`src/rtl/replay_bar_ctrl.sv`:
```
// Replay-screen loading bar: debounces the replay button, fills a four-segment bar
// while it is held (draining it when released) and strobes replay_pulse when full.
module replay_bar_ctrl #(
    parameter int DEB_LEN   = 16,
    parameter int STEP_LEN  = 20,
    parameter int DECAY_LEN = 10,
    parameter int DONE_HOLD = 30
) (
    input  logic       clk,
    input  logic       rst_n,
    input  logic       enable,
    input  logic       btn_raw,
    input  logic       frame_tick,
    output logic [2:0] level,
    output logic [3:0] seg_fill,
    output logic       replay_pulse,
    output logic       busy
);

    localparam int TMAX_A = (STEP_LEN > DECAY_LEN) ? STEP_LEN : DECAY_LEN;
    localparam int TMAX   = (TMAX_A > DONE_HOLD) ? TMAX_A : DONE_HOLD;
    localparam int TW     = $clog2(TMAX) + 1;
    localparam int DW     = (DEB_LEN > 1) ? $clog2(DEB_LEN) : 1;

    localparam logic [DW-1:0] DEB_LAST   = DW'(DEB_LEN - 1);
    localparam logic [TW-1:0] STEP_LAST  = TW'(STEP_LEN - 1);
    localparam logic [TW-1:0] DECAY_LAST = TW'(DECAY_LEN - 1);
    localparam logic [TW-1:0] DONE_LAST  = TW'(DONE_HOLD - 1);

    typedef enum logic [1:0] {
        IDLE   = 2'd0,
        CHARGE = 2'd1,
        DRAIN  = 2'd2,
        DONE   = 2'd3
    } state_t;

    logic          sync1_q, sync2_q;
    logic [DW-1:0] deb_cnt_q, deb_cnt_d;
    logic          btn_db_q, btn_db_d;

    state_t        state_q, state_d;
    logic [2:0]    level_q, level_d;
    logic [TW-1:0] tcnt_q, tcnt_d;
    logic          pulse_q, pulse_d;
    logic [3:0]    seg_fill_q, seg_fill_d;
    logic          busy_q;

    // Debounce: the synchronised level must disagree for DEB_LEN cycles in a row.
    always_comb begin
        deb_cnt_d = '0;
        btn_db_d  = btn_db_q;
        if (sync2_q != btn_db_q) begin
            if (deb_cnt_q == DEB_LAST) begin
                btn_db_d = ~btn_db_q;
            end else begin
                deb_cnt_d = deb_cnt_q + 1'b1;
            end
        end
    end

    always_comb begin
        state_d = state_q;
        level_d = level_q;
        tcnt_d  = tcnt_q;
        pulse_d = 1'b0;
        if (!enable) begin
            state_d = IDLE;
            level_d = 3'd0;
            tcnt_d  = '0;
        end else begin
            case (state_q)
                IDLE: begin
                    level_d = 3'd0;
                    tcnt_d  = '0;
                    if (btn_db_q) state_d = CHARGE;
                end
                CHARGE: begin
                    if (!btn_db_q) begin
                        state_d = DRAIN;
                        tcnt_d  = '0;
                    end else if (frame_tick) begin
                        if (tcnt_q == STEP_LAST) begin
                            tcnt_d = '0;
                            if (level_q >= 3'd3) begin
                                level_d = 3'd4;
                                state_d = DONE;
                                pulse_d = 1'b1;
                            end else begin
                                level_d = level_q + 3'd1;
                            end
                        end else begin
                            tcnt_d = tcnt_q + 1'b1;
                        end
                    end
                end
                DRAIN: begin
                    if (btn_db_q) begin
                        state_d = CHARGE;
                        tcnt_d  = '0;
                    end else if (level_q == 3'd0) begin
                        // Released before the first segment filled: nothing to drain.
                        state_d = IDLE;
                        tcnt_d  = '0;
                    end else if (frame_tick) begin
                        if (tcnt_q == DECAY_LAST) begin
                            tcnt_d  = '0;
                            level_d = level_q - 3'd1;
                            if (level_q == 3'd1) state_d = IDLE;
                        end else begin
                            tcnt_d = tcnt_q + 1'b1;
                        end
                    end
                end
                DONE: begin
                    level_d = 3'd4;
                    if ((tcnt_q == DONE_LAST) && !btn_db_q) begin
                        state_d = IDLE;
                        level_d = 3'd0;
                        tcnt_d  = '0;
                    end else if (frame_tick && (tcnt_q != DONE_LAST)) begin
                        tcnt_d = tcnt_q + 1'b1;
                    end
                end
                default: begin
                    state_d = IDLE;
                    level_d = 3'd0;
                    tcnt_d  = '0;
                end
            endcase
        end
    end

    // Thermometer is derived from the next level so it lands on the same edge.
    generate
        for (genvar gi = 0; gi < 4; gi++) begin : g_therm
            assign seg_fill_d[gi] = (level_d > 3'(gi));
        end
    endgenerate

    always_ff @(posedge clk) begin
        if (!rst_n) begin
            sync1_q    <= 1'b0;
            sync2_q    <= 1'b0;
            deb_cnt_q  <= '0;
            btn_db_q   <= 1'b0;
            state_q    <= IDLE;
            level_q    <= 3'd0;
            tcnt_q     <= '0;
            pulse_q    <= 1'b0;
            seg_fill_q <= 4'd0;
            busy_q     <= 1'b0;
        end else begin
            sync1_q    <= btn_raw;
            sync2_q    <= sync1_q;
            deb_cnt_q  <= deb_cnt_d;
            btn_db_q   <= btn_db_d;
            state_q    <= state_d;
            level_q    <= level_d;
            tcnt_q     <= tcnt_d;
            pulse_q    <= pulse_d;
            seg_fill_q <= seg_fill_d;
            busy_q     <= (state_d != IDLE);
        end
    end

    assign level        = level_q;
    assign seg_fill     = seg_fill_q;
    assign replay_pulse = pulse_q;
    assign busy         = busy_q;

endmodule

```
`config.mk`:
```
export PLATFORM = sky130hd
export DESIGN_NAME = replay_bar_ctrl
export DESIGN_NICKNAME = d
export VERILOG_FILES = /design/src/rtl/replay_bar_ctrl.sv
export SDC_FILE = /design/constraint.sdc
export NUM_CORES = 1
export LEC_CHECK = 0
export BUFFER_PORTS_ARGS = -buffer_cell sky130_fd_sc_hd__clkbuf_2
export CAP_MARGIN = 0
export CORE_UTILIZATION = 42
export CTS_BUF_LIST = sky130_fd_sc_hd__clkbuf_16
export CTS_CLUSTER_DIAMETER = 30
export DETAILED_ROUTE_END_ITERATION = 10
export SYNTH_ARGS = -nofsm -noshare
export SYNTH_HDL_FRONTEND = slang
export SYNTH_SLANG_ARGS = --single-unit
```
`constraint.sdc`:
```
create_clock -name clk -period 5.3 [get_ports clk]
set_input_delay 0.53 -clock clk [delete_from_list [all_inputs] [get_ports clk]]
set_output_delay 0.53 -clock clk [all_outputs]
set_load 0.01 [all_outputs]
```
Word level (Yosys, flattened, before mapping):

Cells that the tools add are included.
W data, S select, Z words.

* $add $sub $neg: 4
* magnitude comparators: 5
* equality and inequality tests: 13
* muxes and demuxes: 35
* bitwise logic cells: 3
* reductions and logical operators: 11

Operator list (count)
* $mux W6: 9
* $mux W3: 10
* $mux W2: 12
* $pmux W6 S4: 1
* $eq A6 B5 Y1 const B: 2
* $pmux W3 S4: 1
* $pmux W2 S4: 1
* $add A6 B1 Y6 const B: 1
* $eq A6 B4 Y1 const B: 1
* $gt A3 B1 Y1 const B: 2
* $gt A3 B2 Y1 const B: 2
* $ne A3 B3 Y1 const B: 2
* $ne A6 B5 Y1 const B: 1
* $reduce_and A6 Y1: 1
* $add A4 B1 Y4 const B: 1
* $eq A2 B2 Y1 const B: 2
* $eq A4 B4 Y1 const B: 1
* $ne A4 B4 Y1 const B: 1
* $reduce_and A2 Y1: 2
* $add A3 B1 Y3 const B: 1
* $eq A3 B1 Y1 const B: 1
* $ge A3 B2 Y1 const B: 1
* $logic_not A3 Y1: 1
* $not A1 Y1: 3
* other kinds (10): 11

* register bits after elaboration: 24

Logic depth before layout (Yosys ltp):

* depth in word-level cells: 9
* gate-level depth with buffers: 7
* mapped depth without buffers: 7

Worst setup path before layout:

No wires, ideal clock.

* kind: register -> register
* from: register level_q[0], in the netlist level[0]
* to: register tcnt_q[2]
* setup time: 0.076 ns
* arrival time: 1.861 ns
* data required time: 5.224 ns
* path slack: 3.363 ns
* stages on the path, launching flop included: 8
* path buffers: 0
* clock period less this slack: 1.937 ns
* cells stage by stage: dfxtp_1 -> inv_1 -> ha_1 -> nor2b_2 -> or3_4 -> o211ai_4 -> nand4b_1 -> a31oi_1

* longest elaborated chain between the ends: 4

RTL lines
* start: declaration: line 42 `logic [2:0] level_q, level_d;`
* start signal: assignment: line 158 `level_q <= level_d;`
* $logic_not A3 Y1 *: line 100 `end else if (level_q == 3'd0) begin`
* $mux W6: line 100
* $mux W6: line 97 `if (btn_db_q) begin`
* $pmux W6 S4: line 71 `case (state_q)`
* end signal: assignment: line 159 `tcnt_q <= tcnt_d;`
* end: declaration: line 43 `logic [TW-1:0] tcnt_q, tcnt_d;`

Mark *: on every way between the ends. The rest lies on a longest branch, timed or not.
A chain may end at the register's enable or synchronous reset.

Worst setup path in the final report:

* from: register level_q[0], in the netlist level[0]
* to: register tcnt_q[3]

Same word-level chain as after synthesis.

==> results.md <==
| Group | Metric | Value |
|---|---|---|
| final layout | Share of post-route cells with drive strength above 1 | 0.195 |
| drt | Vias post-DR | 1164 |
| worst setup path | Crit end category | register |
| clock network | Clock transition at the register clock pins on the worst setup and hold paths after CTS | 0.06 ns |
| sta | Least setup slack across all paths after layout | 3.23 ns |
| sta | Final setup violation count | 0 |
| clock network | Maximum number of buffers from clock root to sink | 2 |
| sta | Setup repair after global routing missed its margin | false |
| worst setup path | Crit path max fanout | 8 |
| synthesis | Number of enable flip-flop cells after synthesis | 0 |
| global route | Remaining global-route overflow | 0 |
| clock network | Clock insertion delay at the later pin of the skew report | 0.26 ns |
| synthesis | Dominant synthesized flop cell | sky130_fd_sc_hd__dfxtp_1 |
| synthesis | Number of distinct library cells after synthesis | 52 |
| die | Top Ports | 14 |
| synthesis | Synth Warn # | 0 |
| clock network | Post-CTS Setup Inserts | 0 |
| synthesis | Flip-flop and latch count after synthesis | 23 |
| placement | Cell area after placement | 1450 um^2 |
| sta | Slew Viols, Final | 0 |
| die | Die W | 59.1 um |
| die | Cell Rows | 20 |
| sta | Total Neg Setup Slack | 0 ns |
| final layout | Area Overhead vs Synth | 11.7% |
| clock network | Number of H-tree levels | 1 |
| clock network | Clock buffer count from CTS | 3 |
| placement | Post-placement setup slack | 3.26 ns |
| synthesis | Simple logic cell fraction of the synthesized area | 0.298 |
| synthesis | Sequential area share after synthesis | 0.336 |
| clock network | Hold-fix buffers at CTS | 0 |
| outcome | Status | complete, no violations |
| clock network | Clock tree from TritonCTS | built |
| sta | Final Hold Vio Count | 0 |
| placement | Routability-driven placement congestion ratio | 0.828 |
| drt | Wire length reported by the detailed router | 2930 um |
| synthesis | Post-synthesis instance area | 1370 um^2 |
| global route | Antenna violations before repair | 0 |
| clock network | CTS root buf | sky130_fd_sc_hd__clkbuf_16 |
| final layout | Summed area of non-filler cells in the final layout | 1530 um^2 |
| final layout | Number of nets in the layout | 178 |
| synthesis | Cell type with the highest aggregate area in the netlist | sky130_fd_sc_hd__dfxtp_1 |
| die | Starting density of the core | 0.445 |
| synthesis | Share of the synthesized area in the top cell type | 0.336 |
| drt | Remaining routing DRC violations | 0 |
| global route | Wire length of the first global-routing pass | 4820 um |
| sta | Fin Clk Skew | 0.00222 ns |
| die | Die area | 3490 um^2 |
| drt | Average wire per cell in the routed design | 14.1 um |
| worst setup path | Arrival time of the worst setup path | 2.25 ns |
| clock network | CTS resizes | 0 |
| synthesis | Fraction of the mapped netlist area in adder cells | 0.0731 |
| worst setup path | Required time of the worst setup path | 5.48 ns |
| die | Core outline area | 3080 um^2 |
| drt | Post-detailed-route via-to-cell ratio | 5.60 |
| clock network | Clock net sink count | 23 |
| final layout | Inserted Diodes | 0 |
| global route | Vias in the first global route | 1056 |
| drt | Violation count after the first detailed-route iteration | 50 |
| sta | Final worst path period share | 0.391 |
| power | Worst VDD drop | 169 uV |
| power | Power per cell area | 226 nW/um^2 |
| sta | Post-layout minimum cycle time | 2.07 ns |
| synthesis | Compound-cell area share of the yosys netlist | 0.181 |
| sta | Slew margin rel. | 0.646 |
| synthesis | Syn nets | 165 |
| synthesis | Avg Inst Size Synth | 9.01 um^2 |
| synthesis | Main combinational cell family by area after synthesis | simple AND/OR/NAND/NOR gates |
| placement | Number of input and output port buffers inserted | 13 |
| job | Maximum Capacitance Violations | 0 |
| drt | Remaining number of nets flagged by the antenna check after routing | 0 |
| sta | Worst Max-Slew Pin Slew | 0.528 ns |
| power | Static Leakage | 0.000625 uW |
| synthesis | Async set-or-reset flop fraction in the synthesized netlist | 0 |
| hold path | Class of the tightest hold or removal check | register to register |
| synthesis | Multiplexer share of the synthesized area | 0.0301 |
| global route | Pin count of the biggest net entering global routing | 15 |
| worst setup path | Worst setup path class | register to register |
| synthesis | Top cells by area, synth | sky130_fd_sc_hd__dfxtp_1 34%, sky130_fd_sc_hd__ha_1 7.3%, sky130_fd_sc_hd__nand3_1 5.1%, sky130_fd_sc_hd__nand2_1 3.8%, sky130_fd_sc_hd__nor2_1 3.8% |
| synthesis | Post-synthesis share of cell area spent on xor and xnor gates | 0.0256 |
| sta | Peak Freq | 0.483 GHz |
| drt | First-pass iteration count of the detailed router | 4 |
| global route | GRT Total Usage | 0.183 |
| die | Die height | 59.1 um |
| worst setup path | Kind of launch point of the worst setup path | register |
| placement | Dpl hpwl | 2210 um |
| final layout | Final core utilization | 0.497 |
| synthesis | Number of standard cells after synthesis | 152 |
-- report_power, final --
group          switching, uW  internal [uW]  leakage, uW
Combinational           4.21           2.35     0.000398
Clock                   63.6            102    0.0000409
Sequential             0.449            174     0.000186
-- logic make-up (layout without fill, tap and decap cells) --
| kind of cell | after synthesis | count (layout) |
|---|---|---|
| flip-flops | 23 | 23 |
| buffers and inverters | 15 | 27 |
| multiplexers | 4 | 4 |
| AND/OR/NAND/NOR | 72 | 72 |
| XOR/XNOR | 4 | 4 |
| adder cells (fa/ha/maj) | 8 | 8 |
| AO/OA/AOI/OAI | 26 | 26 |
-- worst paths after layout --
check	start	end	slack (ns)	cells after the start
hold reg to reg	sync1_q	sync2_q	0.45	1
setup / recovery	level[0]	tcnt_q[3]	3.23	7
setup reg to reg	level[0]	tcnt_q[3]	3.23	7
hold / removal	sync1_q	sync2_q	0.45	1
-- registers in the layout, indices dropped and copies added, names as in the netlist --
signal and flops:
btn_db_q 1, deb_cnt_q 4, sync1_q 1, sync2_q 1
replay_pulse 1, state_q 2, level 3, seg_fill 3
tcnt_q 6, busy 1
-- cells in the final DEF, fill, tap and decap left out, drive strengths merged, types with 3 or more instances in the layout --
cell    Yosys  routed
nor3        3       3
clkbuf      0      16
a211oi      3       3
inv        10      10
nand2      14      14
a31oi       5       5
mux2i       3       3
nor2b       3       3
xor2        3       3
nor2       14      14
nor4        4       4
o211ai      3       3
nand3      14      14
ha          8       8
dfxtp      23      23
and2        5       5
-- routing by layer --
metal,up-vias,track usage,share of wire
li1,575,-,-
met1,559,0.248,0.49
met2,27,0.299,0.46
met3,3,0.0371,0.035
met4,0,0.0442,0.0089
met5,-,0,0
-- area by class of cell --
cell class                      instances  area (um^2)
Tap cell                               44         55.1
Timing Repair Buffer                   13         65.1
Multi-Input combinational cell        114          832
Fill cell                             309         1550
Clock buffer                            3         75.1
Inverter                               10         37.5
Sequential cell                        23          460
Clock inverter                          1         5.00
-- metrics by stage --
| stage | cells | power [uW] | hold WS (ns) |
|---|---|---|---|
| 2_1_floorplan | 152 | 181 | 0.412 |
| 3_3_place_gp | 204 | 185 | 0.426 |
| 3_5_place_dp | 204 | 185 | 0.435 |
| 4_1_cts | 208 | 349 | 0.451 |
| 5_1_grt | 208 | 358 | 0.476 |
| 6_report | 208 | 346 | 0.447 |
-- synthesized netlist by cell type, types with 2 or more instances --
cell type and count:
sky130_fd_sc_hd__nor2_1 14, sky130_fd_sc_hd__nor3_1 3, sky130_fd_sc_hd__xor2_1 3, sky130_fd_sc_hd__and3_1 2
sky130_fd_sc_hd__nor4_1 2, sky130_fd_sc_hd__nor4_2 2, sky130_fd_sc_hd__nor2b_1 2, sky130_fd_sc_hd__nand4b_1 2
sky130_fd_sc_hd__ha_1 8, sky130_fd_sc_hd__nand4_1 2, sky130_fd_sc_hd__inv_1 10, sky130_fd_sc_hd__a32o_1 2
sky130_fd_sc_hd__nand2_1 14, sky130_fd_sc_hd__dfxtp_1 23, sky130_fd_sc_hd__mux2i_1 3, sky130_fd_sc_hd__a31oi_1 5
sky130_fd_sc_hd__nand3_1 14, sky130_fd_sc_hd__buf_2 2, sky130_fd_sc_hd__buf_6 2, sky130_fd_sc_hd__and2_1 5
-- worst max-delay path: stages (launching register included) --
cell and delay (ns):
sky130_fd_sc_hd__dfxtp_1 0.48, sky130_fd_sc_hd__inv_1 0.10, sky130_fd_sc_hd__ha_1 0.22, sky130_fd_sc_hd__nor2b_2 0.18, sky130_fd_sc_hd__or3_4 0.41, sky130_fd_sc_hd__o211ai_4 0.31, sky130_fd_sc_hd__nand3_1 0.12, sky130_fd_sc_hd__a31oi_1 0.17
Note: power is estimated with default switching activity, not from simulation.
